===== src/rtl/cdr_lf_seq.sv =====
// cdr_lf_seq: acquisition/tracking sequencer for the Rx CDR digital PI loop filter.
// Holds the filter off for a settle period, then steps the proportional gain
// from the highest gear down to the tracking gear. After that it watches the
// wrapped PI-code drift over fixed windows to declare lock, and goes back to
// acquisition when lock is lost.
// Optional feature: define CDR_LF_SEQ_TIMEOUT_EN to enable the acquisition
// timeout. The sequencer then enters FAIL after TIMEOUT_WIN consecutive failed
// lock windows in CHECK. When the macro is undefined, fail is tied low and
// CHECK retries forever.
module cdr_lf_seq #(
  parameter int PI_BIT      = 8,
  parameter int SETTLE_CYC  = 16,
  parameter int ACQ_CYC     = 64,
  parameter int GEAR_CYC    = 32,
  parameter int NUM_GEARS   = 4,
  parameter int LOCK_WIN    = 64,
  parameter int LOCK_TOL    = 2,
  parameter int UNLOCK_TOL  = 6,
  parameter int TIMEOUT_WIN = 16
) (
  input  logic                                                clk,
  input  logic                                                rst,
  input  logic                                                en,
  input  logic [PI_BIT-1:0]                                   pi_code,
  output logic                                                filter_en,
  output logic [((NUM_GEARS > 1) ? $clog2(NUM_GEARS) : 1)-1:0] kp_sel,
  output logic                                                locked,
  output logic                                                lock_lost,
  output logic                                                fail,
  output logic [2:0]                                          state
);

  localparam int KP_W    = (NUM_GEARS > 1) ? $clog2(NUM_GEARS) : 1;
  localparam int ACC_W   = PI_BIT + $clog2(LOCK_WIN) + 1;
  localparam int MAX_A   = (SETTLE_CYC > ACQ_CYC) ? SETTLE_CYC : ACQ_CYC;
  localparam int MAX_B   = (GEAR_CYC > LOCK_WIN) ? GEAR_CYC : LOCK_WIN;
  localparam int CNT_MAX = (MAX_A > MAX_B) ? MAX_A : MAX_B;
  localparam int CNT_W   = (CNT_MAX > 1) ? $clog2(CNT_MAX) : 1;

  typedef enum logic [2:0] {
    S_IDLE   = 3'd0,
    S_SETTLE = 3'd1,
    S_ACQ    = 3'd2,
    S_GEAR   = 3'd3,
    S_CHECK  = 3'd4,
    S_LOCKED = 3'd5,
    S_FAIL   = 3'd6
  } state_t;

  state_t                    state_q, state_d;
  logic [CNT_W-1:0]          cnt_q, cnt_d;
  logic [KP_W-1:0]           kp_sel_q, kp_sel_d;
  logic                      filter_en_q, filter_en_d;
  logic                      locked_q, locked_d;
  logic                      lock_lost_q, lock_lost_d;
  logic                      fail_q, fail_d;

  logic [PI_BIT-1:0]         pi_prev_q, pi_prev_d;
  logic signed [ACC_W-1:0]   acc_q, acc_d;
  logic signed [ACC_W-1:0]   acc_min_q, acc_min_d;
  logic signed [ACC_W-1:0]   acc_max_q, acc_max_d;
  logic signed [PI_BIT-1:0]  delta;
  logic signed [ACC_W-1:0]   span;
  logic                      meas_active;
  logic                      win_last;

`ifdef CDR_LF_SEQ_TIMEOUT_EN
  localparam int TW = (TIMEOUT_WIN > 1) ? $clog2(TIMEOUT_WIN) : 1;
  logic [TW-1:0]             win_fail_q, win_fail_d;
`endif

  // Drift measurement: accumulate signed wrapped code deltas and track the
  // running min/max of the accumulator over each window.
  always_comb begin
    pi_prev_d   = pi_prev_q;
    acc_d       = acc_q;
    acc_min_d   = acc_min_q;
    acc_max_d   = acc_max_q;
    meas_active = (state_q == S_CHECK) || (state_q == S_LOCKED);
    delta       = pi_code - pi_prev_q;
    win_last    = (32'(cnt_q) == LOCK_WIN - 1);
    if (!en) begin
      pi_prev_d = '0;
      acc_d     = '0;
      acc_min_d = '0;
      acc_max_d = '0;
    end else if (meas_active) begin
      pi_prev_d = pi_code;
      if (cnt_q == '0) begin
        acc_d     = '0;
        acc_min_d = '0;
        acc_max_d = '0;
      end else begin
        acc_d     = acc_q + {{(ACC_W-PI_BIT){delta[PI_BIT-1]}}, delta};
        acc_min_d = (acc_d < acc_min_q) ? acc_d : acc_min_q;
        acc_max_d = (acc_d > acc_max_q) ? acc_d : acc_max_q;
      end
    end
    span = acc_max_d - acc_min_d;
  end

  // Next-state logic: cycle timing of settle/acquire/gear phases, window
  // decisions in CHECK/LOCKED, and registered output values from the next state.
  always_comb begin
    state_d     = state_q;
    cnt_d       = cnt_q;
    kp_sel_d    = kp_sel_q;
    lock_lost_d = 1'b0;
`ifdef CDR_LF_SEQ_TIMEOUT_EN
    win_fail_d  = win_fail_q;
`endif
    case (state_q)
      S_IDLE: begin
        kp_sel_d = '0;
        if (en) begin
          state_d = S_SETTLE;
          cnt_d   = '0;
        end
      end
      S_SETTLE: begin
        kp_sel_d = '0;
        if (32'(cnt_q) == SETTLE_CYC - 1) begin
          state_d = S_ACQ;
          cnt_d   = '0;
        end else begin
          cnt_d = cnt_q + CNT_W'(1);
        end
      end
      S_ACQ: begin
        kp_sel_d = '0;
        if (32'(cnt_q) == ACQ_CYC - 1) begin
          cnt_d = '0;
          if (NUM_GEARS > 1) begin
            state_d  = S_GEAR;
            kp_sel_d = KP_W'(1);
          end else begin
            state_d = S_CHECK;
`ifdef CDR_LF_SEQ_TIMEOUT_EN
            win_fail_d = '0;
`endif
          end
        end else begin
          cnt_d = cnt_q + CNT_W'(1);
        end
      end
      S_GEAR: begin
        if (32'(cnt_q) == GEAR_CYC - 1) begin
          cnt_d = '0;
          if (32'(kp_sel_q) == NUM_GEARS - 1) begin
            state_d = S_CHECK;
`ifdef CDR_LF_SEQ_TIMEOUT_EN
            win_fail_d = '0;
`endif
          end else begin
            kp_sel_d = kp_sel_q + KP_W'(1);
          end
        end else begin
          cnt_d = cnt_q + CNT_W'(1);
        end
      end
      S_CHECK: begin
        if (win_last) begin
          cnt_d = '0;
          if (span <= ACC_W'(LOCK_TOL)) begin
            state_d = S_LOCKED;
`ifdef CDR_LF_SEQ_TIMEOUT_EN
          end else if (32'(win_fail_q) == TIMEOUT_WIN - 1) begin
            state_d  = S_FAIL;
            kp_sel_d = '0;
          end else begin
            win_fail_d = win_fail_q + TW'(1);
`endif
          end
        end else begin
          cnt_d = cnt_q + CNT_W'(1);
        end
      end
      S_LOCKED: begin
        if (win_last) begin
          cnt_d = '0;
          if (span > ACC_W'(UNLOCK_TOL)) begin
            state_d     = S_ACQ;
            kp_sel_d    = '0;
            lock_lost_d = 1'b1;
          end
        end else begin
          cnt_d = cnt_q + CNT_W'(1);
        end
      end
      S_FAIL: begin
        kp_sel_d = '0;
        cnt_d    = '0;
      end
      default: begin
        state_d  = S_IDLE;
        cnt_d    = '0;
        kp_sel_d = '0;
      end
    endcase

    if (!en) begin
      state_d     = S_IDLE;
      cnt_d       = '0;
      kp_sel_d    = '0;
      lock_lost_d = 1'b0;
`ifdef CDR_LF_SEQ_TIMEOUT_EN
      win_fail_d  = '0;
`endif
    end

    filter_en_d = (state_d == S_ACQ) || (state_d == S_GEAR) ||
                  (state_d == S_CHECK) || (state_d == S_LOCKED);
    locked_d    = (state_d == S_LOCKED);
`ifdef CDR_LF_SEQ_TIMEOUT_EN
    fail_d      = (state_d == S_FAIL);
`else
    fail_d      = 1'b0;
`endif
  end

  // State, counters, measurement and output registers with synchronous reset.
  always_ff @(posedge clk) begin
    if (rst) begin
      state_q     <= S_IDLE;
      cnt_q       <= '0;
      kp_sel_q    <= '0;
      filter_en_q <= 1'b0;
      locked_q    <= 1'b0;
      lock_lost_q <= 1'b0;
      fail_q      <= 1'b0;
      pi_prev_q   <= '0;
      acc_q       <= '0;
      acc_min_q   <= '0;
      acc_max_q   <= '0;
`ifdef CDR_LF_SEQ_TIMEOUT_EN
      win_fail_q  <= '0;
`endif
    end else begin
      state_q     <= state_d;
      cnt_q       <= cnt_d;
      kp_sel_q    <= kp_sel_d;
      filter_en_q <= filter_en_d;
      locked_q    <= locked_d;
      lock_lost_q <= lock_lost_d;
      fail_q      <= fail_d;
      pi_prev_q   <= pi_prev_d;
      acc_q       <= acc_d;
      acc_min_q   <= acc_min_d;
      acc_max_q   <= acc_max_d;
`ifdef CDR_LF_SEQ_TIMEOUT_EN
      win_fail_q  <= win_fail_d;
`endif
    end
  end

  assign filter_en = filter_en_q;
  assign kp_sel    = kp_sel_q;
  assign locked    = locked_q;
  assign lock_lost = lock_lost_q;
  assign fail      = fail_q;
  assign state     = state_q;

endmodule


===== config.mk =====
export PLATFORM = sky130hd
export DESIGN_NAME = cdr_lf_seq
export DESIGN_NICKNAME = d
export VERILOG_FILES = /design/src/rtl/cdr_lf_seq.sv
export SDC_FILE = /design/constraint.sdc
export NUM_CORES = 1
export LEC_CHECK = 0
export CORE_MARGIN = 2
export CORE_UTILIZATION = 31
export CTS_CLUSTER_DIAMETER = 150
export DETAILED_ROUTE_END_ITERATION = 8
export SLEW_MARGIN = 25
export SYNTH_ARGS = -nofsm -noshare
export SYNTH_HDL_FRONTEND = slang
export SYNTH_SLANG_ARGS = --single-unit

===== constraint.sdc =====
create_clock -name clk -period 24.9 [get_ports clk]
set_input_delay 3.735 -clock clk [delete_from_list [all_inputs] [get_ports clk]]
set_output_delay 3.735 -clock clk [all_outputs]
set_load 0.05 [all_outputs]

==> impl_metrics.tcl <==
set metrics [dict create \
    synth_common_cells "68 x ha_1, 67 x dfxtp_1, 67 x nor2_1, 62 x inv_1, 54 x nand2_1" \
    cpPeakStageDelay_ns 0.74 \
    die_height_um 134 \
    holdWs_ns 0.458 \
    portBuffers 18 \
    final_max_slew_viol_count 0 \
    ys_seq_area_share_pct 25.7 \
    cts_tree "done" \
    cts_buffer_depth 2 \
    htreeDepth 3 \
    core_area_um2 16500 \
    grt_overflow_total 0 \
    rsz0062_at_grt "no" \
    yosys.area.top_type_share_pct 25.7 \
    tns_ns 0 \
    drive_gt1_share_pct 5.04 \
    synthDistinctLibCells 67 \
    num_vias 4597 \
    syn_area_um2 5220 \
    required_ns 25.16 \
    die_area_um2 17900 \
    cp.arrival_ns 12.34 \
    yosys.area.top_type "dfxtp_1" \
    setup_ws_ns 12.82 \
    avgSynthCellArea_um2 7.92 \
    final_hold_viol_count 0 \
    start_kind "primary input" \
    path_class "primary input to flop" \
    first_global_vias 4437 \
    die_width_um 134 \
    postSynthCellCount 659 \
    dp_slack_ns 12.56 \
    area.growth.synth_to_final_pct 13.1 \
    synthArstFlopShare_pct 0 \
    hold_class "flop to flop" \
    drt_wl_total_um 12700 \
    drc 0 \
    synth_edf_count 0 \
    first_pass_iters 5 \
    leakage_nw 2.21 \
    ys.flop_type "dfxtp_1" \
    post_cts_buffers 0 \
    drt-initial-drc-count 262 \
    peakVddDrop_mv 0.0315 \
    nets 752 \
    avgViaCountPerCell 5.14 \
    instances_no_fill 895 \
    clock_latency_ns 0.34 \
    grt_first_pass_wirelength_um 21300 \
    cp-end-kind "flop" \
    cts_root_buffer "clkbuf_16" \
    setup_violations 0 \
    maxCapViolCount 0 \
    syn-num-nets 741 \
    gp_congestion 0.825 \
    yosysMostFrequentCell "ha_1" \
    synth-seq-cells 67 \
    post-route-period-util_pct 48.5 \
    io_pins 20 \
    cts_sinks 67 \
    fin_skew_ns 0.00825 \
    relSlewSlack_pct 43.6 \
    wire_per_inst_um 14.2 \
    num_antenna_cells 0 \
    hold_buffers 0 \
    grt_max_degree 40 \
    grtUsageTotal_pct 14.8 \
    synth.area.top_cells "dfxtp_1 26%, ha_1 16%, nor2_1 4.8%" \
    n_fill_cell 1737 \
    crit_fanout 14 \
    dp_hpwl_um 9330 \
    run_status "completed" \
    power_density_nw_per_um2 45.7 \
    dp_cells 879 \
    start_util_pct 31.6 \
    antenna_found_initial 0 \
    fp-row-count 47 \
    min_period_ns 12.08 \
    cts.clk_slew.worst_paths_ns 0.06 \
    timing.fmax_ghz 0.0828 \
    cts.repair.resized 0 \
    worstMarginPinSlew_ns 0.846 \
    antenna_left 0 \
    synth_warnings 0 \
    slowest_stage "and2_0" \
    numCtsBuffers 9 \
]
-- metrics by stage --
| stage | utilization (%) | power [mW] | cell area (um2) |
|---|---|---|---|
| 6_report | 35.7 | 0.270 | 5900 |
| 5_1_grt | 35.7 | 0.282 | 5900 |
| 4_1_cts | 35.7 | 0.272 | 5900 |
| 3_5_place_dp | 34.1 | 0.152 | 5630 |
| 3_3_place_gp | 34.1 | 0.152 | 5630 |
| 2_1_floorplan | - | 0.141 | 5220 |
-- state kept, by name, indices dropped and copies added, names as in the netlist --
name and count:
acc_q 15, lock_lost 1, kp_sel 2, pi_prev_q 8
acc_min_q 15, acc_max_q 15, filter_en 1, locked 1
cnt_q 6, state 3
-- where the power goes --
part | internal (mW) | total, mW | switching (mW)
logic | 0.0168 | 0.0425 | 0.0257
registers | 0.107 | 0.108 | 0.000429
clock network | 0.0674 | 0.120 | 0.0521
-- cell families (layout without fill, tap and decap cells) --
family	count (synthesis)	after routing	share of synthesized area (%)
flip-flops	67	67	25.7
AO/OA/AOI/OAI	179	179	23.7
adder cells (fa/ha/maj)	71	71	17.5
buffers and inverters	88	104	6.40
AND/OR/NAND/NOR	223	223	20.9
XOR/XNOR	27	27	5.16
other	1	1	0.0719
multiplexers	3	3	0.672
-- critical path, delay by kind of cell --
family	cells	cell delay, ns
compound gates	20	3.88
xor+xnor	2	0.51
fa+ha+maj	5	1.59
buf+inv	2	0.52
mux	1	0.45
simple gates	8	1.68
-- layer usage --
layer	track usage [%]	vias to the layer above	routed length, um
li1	-	2372	-
met1	19.2	2154	6220
met2	24.8	61	6010
met3	2.09	10	323
met4	5.50	0	151
met5	0	-	0
-- worst paths after layout --
kind,from,slack (ns),cells after the start,end
setup / recovery,pi_code[0],12.82,38,state[0]
hold / removal,pi_prev_q[5],0.46,2,pi_prev_q[5]
setup reg to reg,pi_prev_q[0],16.43,36,state[0]
hold reg to reg,pi_prev_q[5],0.46,2,pi_prev_q[5]
-- placed cells by master (no fill, tap or decap), types with 6 or more instances in the layout --
| cell type | instances |
|---|---|
| a21o_1 | 8 |
| a21oi_1 | 46 |
| a22o_1 | 12 |
| a22oi_1 | 30 |
| a31oi_1 | 8 |
| and2_1 | 8 |
| and3_1 | 6 |
| buf_4 | 8 |
| clkbuf_16 | 9 |
| clkdlybuf4s50_1 | 18 |
| dfxtp_1 | 67 |
| ha_1 | 68 |
| inv_1 | 62 |
| nand2_1 | 54 |
| nand2b_1 | 10 |
| nand3_1 | 15 |
| nand4_1 | 10 |
| nor2_1 | 67 |
| nor2b_1 | 26 |
| nor3_1 | 10 |
| o21a_1 | 8 |
| o21ai_0 | 20 |
| xnor2_1 | 14 |
| xor2_1 | 11 |
-- area by class of cell --
type	instances	area (um2)	area share [%]
clock buffers	10	229	3.88
clock inverters	6	41.3	0.700
inverters	62	233	3.94
multi-input cells	504	3540	60.0
flip-flops and latches	67	1340	22.7
well taps	220	275	4.66
repair buffers	26	240	4.07
No activity file was read; power rests on OpenSTA's default activity.
